## src/rtl/phase_sequencer.sv

```systemverilog
// Five-phase instruction sequencer for the SIMPLE core: fetch, operand read,
// execute, memory/branch, writeback, with memory wait timeout, halt and flags.
module phase_sequencer #(
  parameter int unsigned WAIT_MAX = 15
) (
  input  logic        clk,
  input  logic        rst,
  input  logic        run,
  input  logic [15:0] ir_in,
  input  logic        s_in,
  input  logic        z_in,
  input  logic        c_in,
  input  logic        v_in,
  input  logic        mem_ready,
  output logic [2:0]  phase,
  output logic        ir_e,
  output logic        ar_e,
  output logic        br_e,
  output logic        dr_e,
  output logic        mdr_e,
  output logic        reg_e,
  output logic        pc_e,
  output logic        pc_sel,
  output logic        wb_sel,
  output logic        mem_e,
  output logic        mem_w,
  output logic [3:0]  flags,
  output logic        halted,
  output logic        err
);

  typedef enum logic [2:0] {
    S_IDLE = 3'd0,
    S_P1   = 3'd1,
    S_P2   = 3'd2,
    S_P3   = 3'd3,
    S_P4   = 3'd4,
    S_P5   = 3'd5,
    S_HALT = 3'd6,
    S_ERR  = 3'd7
  } state_t;

  localparam logic [7:0] WAIT_LAST = 8'(WAIT_MAX - 1);

  state_t      state;
  logic [15:0] ir;
  logic [7:0]  wait_cnt;

  logic is_alu, is_cmp, is_hlt, is_ld, is_st, is_li, is_b, is_bcc;
  logic wb_class, flags_load, cond_true, take_branch, sv;
  logic ir_low_unused;

  assign ir_low_unused = ^ir[3:0];

  assign is_alu     = (ir[15:14] == 2'b11);
  assign is_cmp     = is_alu && (ir[7:4] == 4'b0101);
  assign is_hlt     = is_alu && (ir[7:4] == 4'b1111);
  assign is_ld      = (ir[15:14] == 2'b00);
  assign is_st      = (ir[15:14] == 2'b01);
  assign is_li      = (ir[15:14] == 2'b10) && (ir[13:11] == 3'b000);
  assign is_b       = (ir[15:14] == 2'b10) && (ir[13:11] == 3'b100);
  assign is_bcc     = (ir[15:14] == 2'b10) && (ir[13:11] == 3'b111);
  assign wb_class   = (is_alu && !is_cmp && !is_hlt) || is_li || is_ld;
  assign flags_load = is_alu && !is_hlt;

  // Branch conditions use the registered flags {S,Z,C,V} from the last ALU/CMP.
  assign sv = flags[3] ^ flags[0];
  always_comb begin
    cond_true = 1'b0;
    case (ir[10:8])
      3'b000:  cond_true = flags[2];
      3'b001:  cond_true = sv;
      3'b010:  cond_true = flags[2] | sv;
      3'b011:  cond_true = !flags[2];
      default: cond_true = 1'b0;
    endcase
  end
  assign take_branch = is_b || (is_bcc && cond_true);

  // Sequencing, IR capture, flag register and memory wait timeout.
  always_ff @(posedge clk) begin
    if (rst) begin
      state    <= S_IDLE;
      ir       <= 16'h0000;
      wait_cnt <= 8'd0;
      flags    <= 4'b0000;
    end else begin
      case (state)
        S_IDLE, S_HALT: begin
          if (run) begin
            state    <= S_P1;
            wait_cnt <= 8'd0;
          end
        end
        S_P1: begin
          if (mem_ready) begin
            ir    <= ir_in;
            state <= S_P2;
          end else if (wait_cnt == WAIT_LAST) begin
            state <= S_ERR;
          end else begin
            wait_cnt <= wait_cnt + 8'd1;
          end
        end
        S_P2: state <= S_P3;
        S_P3: begin
          if (flags_load) flags <= {s_in, z_in, c_in, v_in};
          wait_cnt <= 8'd0;
          state    <= S_P4;
        end
        S_P4: begin
          if (is_ld || is_st) begin
            if (mem_ready) begin
              state <= S_P5;
            end else if (wait_cnt == WAIT_LAST) begin
              state <= S_ERR;
            end else begin
              wait_cnt <= wait_cnt + 8'd1;
            end
          end else begin
            state <= S_P5;
          end
        end
        S_P5: begin
          wait_cnt <= 8'd0;
          state    <= is_hlt ? S_HALT : S_P1;
        end
        S_ERR:   state <= S_ERR;
        default: state <= S_ERR;
      endcase
    end
  end

  always_comb begin
    ir_e   = 1'b0;
    ar_e   = 1'b0;
    br_e   = 1'b0;
    dr_e   = 1'b0;
    mdr_e  = 1'b0;
    reg_e  = 1'b0;
    pc_e   = 1'b0;
    pc_sel = 1'b0;
    wb_sel = 1'b0;
    mem_e  = 1'b0;
    mem_w  = 1'b0;
    case (state)
      S_P1: begin
        mem_e = 1'b1;
        ir_e  = mem_ready;
        pc_e  = mem_ready;
      end
      S_P2: begin
        ar_e = 1'b1;
        br_e = 1'b1;
      end
      S_P3: dr_e = 1'b1;
      S_P4: begin
        if (is_ld) begin
          mem_e = 1'b1;
          mdr_e = mem_ready;
        end else if (is_st) begin
          mem_e = 1'b1;
          mem_w = 1'b1;
        end else if (take_branch) begin
          pc_e   = 1'b1;
          pc_sel = 1'b1;
        end
      end
      S_P5: begin
        reg_e  = wb_class;
        wb_sel = is_ld;
      end
      default: ;
    endcase
  end

  assign phase  = state;
  assign halted = (state == S_HALT);
  assign err    = (state == S_ERR);

endmodule
```

## config.mk

```make
export PLATFORM = sky130hd
export DESIGN_NAME = phase_sequencer
export DESIGN_NICKNAME = d
export VERILOG_FILES = /design/src/rtl/phase_sequencer.sv
export SDC_FILE = /design/constraint.sdc
export NUM_CORES = 1
export LEC_CHECK = 0
export CORE_MARGIN = 1
export CORE_UTILIZATION = 47
export DETAILED_ROUTE_END_ITERATION = 12
export PLACE_DENSITY = 0.78
export SYNTH_ARGS = -nofsm -noshare
export SYNTH_HDL_FRONTEND = slang
export SYNTH_SLANG_ARGS = --single-unit
```

## constraint.sdc

```tcl
create_clock -name clk -period 2.1 [get_ports clk]
set_input_delay 0.63 -clock clk [delete_from_list [all_inputs] [get_ports clk]]
set_output_delay 0.63 -clock clk [all_outputs]
set_load 0.01 [all_outputs]
```

==> key figures <==
Status
  • Status: finished with violations
  • Failing checks: setup timing

Clock tree
  • Number of buffers created by CTS: 3
  • Skew-Pair Late Insertion Delay: between 0.3 and 0.4 ns
  • CTS Sinks: 27
  • CTS Buffer Depth: 2
  • CTS tree: built
  • Clock transition at path regs: 0.14 ns
  • H-tree depth: 1
  • Cell chosen for the clock root: clkbuf_4

Timing
  • Relative slew margins: 0.7028
  • Slew @ Worst Pin: around 0.44 ns
  • Max Fclk: approximately 0.43 GHz
  • Final Skew: 0.01036 ns
  • RSZ-0062 raised after global routing: yes
  • Final period util: 1.100
  • Fin. Hold Viols: 0
  • Final setup fails: 4
  • Setup slack after layout: -0.2092 ns
  • Slew Viols, Final: 0
  • Min Tclk post-route: 2.309 ns

Cells and area
  • Layout cells sized above 1: 0.3221
  • Final instance area: about 0.0023 mm2
  • Core Util, Final: 0.7347
  • Layout Area Growth over Synthesis: 46.46%
  • Antenna Cells: 0
  • Final #Nets: 294
  • Filler instances: roughly 260

Min path
  • Worst Hold Class: reg -> reg
  • Hold-critical path depth: 2
  • Hold EP: ir[8]
  • Hold_sp: ir[8]

GRT
  • First-pass GRT wire length: around 6.7 mm
  • Vias in the first global route: approximately 1500
  • Largest net degree at the start of global routing: 17
  • GRT Total Usage: 0.2462
  • Initial antenna violation count: 0
  • Global route total overflow: 0

Die
  • Chip width: around 60 um
  • Cell Rows: 20
  • Die area: around 0.0035 mm2
  • Core Box Area: between 0.003 and 0.004 mm2
  • Starting Density: 0.5016
  • Die height: a little under 60 um
  • Io pins: 44

Logic synthesis
  • Mapped Nets: around 220
  • Async set or reset register ratio after synthesis: 0
  • Mapped Area: 0.001556 mm2
  • Syn avg cell area: 7.861 um2
  • Synth Warn #: 0
  • Mapped Cells: 198
  • Yosys cell types: 46
  • Most used DFF post-synth: dfxtp_1
  • Seq/Total Area, Yosys: 0.3473
  • Synth Register Bits: 27
  • EDFF count, synth: 0

Setup path
  • R2R Path End: flags[3]
  • Reg2reg setup slack: between 0.3 and 0.4 ns
  • Worst r2r path cells: 6
  • CP startpoint kind: flip-flop
  • Maximum fanout along the worst path: 2
  • RR Startpoint: phase[2]
  • CP arrival: between 1.5 and 2 ns
  • Setup crit end kind: output port
  • Setup Crit Path Kind: reg -> out
  • CP Data Required Time: roughly 1.5 ns

Power and ir drop
  • Clock share of power: 0.151
  • Pwr dens: between 600 and 700 mW/mm2
  • Comb power frac: 0.458
  • Pint: about 0.96 mW
  • Sequential share of power: 0.391
  • Tot Pwr: 1.512 mW
  • P_sw: ~0.55 mW
  • Maximum VDD drop: 0.0005352 V
  • Sw Share: 0.3617
  • Leak: 0.9252 nW

Routing
  • Remaining routing DRC violations: 0
  • Post-route ant nets: 0
  • Pre-Repair DR Iteration Count: 4
  • Detailed Route WL: between 4 and 5 mm
  • Vias per std cell: approximately 5.3
  • DRT iter0 DRCs: approximately 130
  • Routed via count: 1654
  • DR WL/cell: approximately 14 um

Place
  • RePlAce Congestion: slightly below 0.9
  • Port bufs: 39
  • HPWL Detailed: just over 3 mm
  • DP Area: 0.002158 mm2

Run
  • Max Cap Viol: 0
==> registers in the layout, summed over array words and instances (netlist names) <==
register / flops
ir: 12
flags: 4
wait_cnt: 8
phase: 3
==> layout make-up <==
type	instances	area [um2]	share of cell area
multi-input cells	153	979.7	0.4297
clock buffers	3	22.52	0.009879
well taps	44	55.05	0.02415
repair buffers	77	638.1	0.2799
clock inverters	1	5.005	0.002195
flip-flops and latches	27	556.8	0.2442
inverters	6	22.52	0.009879
==> how the worst max path moves through the flow <==
stage,from,end,slack (ns),cells past startpoint
after floorplan,phase[1],pc_e,0.08,6
after global placement,mem_ready,mdr_e,-0.58,3
after detailed placement,mem_ready,mdr_e,-0.59,3
after CTS,flags[3],pc_e,-0.27,6
after global routing,flags[0],pc_e,-0.30,6
final,flags[3],pc_e,-0.21,6
==> routing by layer <==
metal,GRT usage,routed length (um),vias to the layer above
met3,0.04367,248,4
met5,0,0,-
met2,0.4173,2000,55
li1,-,-,828
met4,0.03654,26,0
met1,0.3329,1987,767
==> cells in the mapped netlist, types with 2 or more instances <==
master    number  area share
a21oi_1       26       0.084
a211oi_1       2      0.0096
nor2_1        18       0.043
a41oi_1        2       0.011
buf_2          4       0.013
dfxtp_1       27        0.35
a31oi_1        4       0.016
xor2_1         3       0.017
buf_4          3       0.014
buf_6          2       0.014
nor3b_1        3       0.014
o21ai_1        4       0.013
inv_2          3      0.0072
nand2_1       37       0.089
or3_1          4       0.016
nor2b_1        2      0.0080
nand2b_1       5       0.020
and3_1         3       0.012
o21ai_0        5       0.016
nor3_1         4       0.013
clkbuf_1       2      0.0048
mux2i_1        4       0.026
nand3_1        5       0.016
ha_1           2       0.016
inv_1          3      0.0072
==> timing repair <==
item	CTS	global route
hold buffers	0	0
endpoints found under the hold margin	0	0
pin swaps	7	6
cloned	0	0
buffers inserted	4	3
resized for setup	51	23
endpoints found under the setup margin	15	13
==> power groups by stage <==
stage          Clock (mW)  Combinational [mW]  Sequential, mW
6_report            0.228               0.692           0.591
5_1_grt             0.249               0.749           0.597
4_1_cts             0.234               0.649           0.587
3_5_place_dp            0               0.625           0.597
3_3_place_gp            0               0.614           0.596
2_1_floorplan           0               0.345           0.596
==> critical path: stages, from the launching register on <==
cell,delay [ns]
dfxtp_2,0.36
xor2_2,0.18
maj3_2,0.21
nor2_2,0.03
o32ai_2,0.25
a31o_1,0.19
buf_2,0.13
==> layout by cell type, fill, tap and decap left out, types with 3 or more instances in the layout <==
cell type and n:
nand2b_1 4, nand3_1 4, clkbuf_4 3, nor2_1 17, a21oi_1 25, o21ai_1 4, clkdlybuf4s50_1 23, or3_1 3
inv_2 3, and3_1 3, clkbuf_2 5, o21ai_0 5, nor3_1 4, buf_2 5, nand2_1 37, mux2i_1 4
a31oi_1 4, dfxtp_1 18, inv_1 3, dfxtp_2 7, buf_4 36, buf_6 3
==> stage by stage <==
stage	hold WS, ns	instances	setup slack, ns	TNS [ns]
4_1_cts	0.4831	308	-0.2725	-0.7640
3_5_place_dp	0.4643	300	-0.5863	-2.055
6_report	0.4830	311	-0.2092	-0.4688
5_1_grt	0.5172	311	-0.2988	-0.7580
2_1_floorplan	0.4311	198	0.07536	0
3_3_place_gp	0.4388	300	-0.5803	-1.849
==> cells by family after synthesis <==
| kind of cell | count (synthesis) | synth area share |
|---|---|---|
| xor gates and xnor gates | 4 | 0.02251 |
| buffers and inverters | 18 | 0.06350 |
| DFF | 27 | 0.3473 |
| adders and majority gates | 3 | 0.02251 |
| and+or+nand+nor | 91 | 0.3039 |
| AOI/OAI and AO/OA | 51 | 0.2146 |
| muxes | 4 | 0.02572 |
Power figures use the tool's default switching activity.
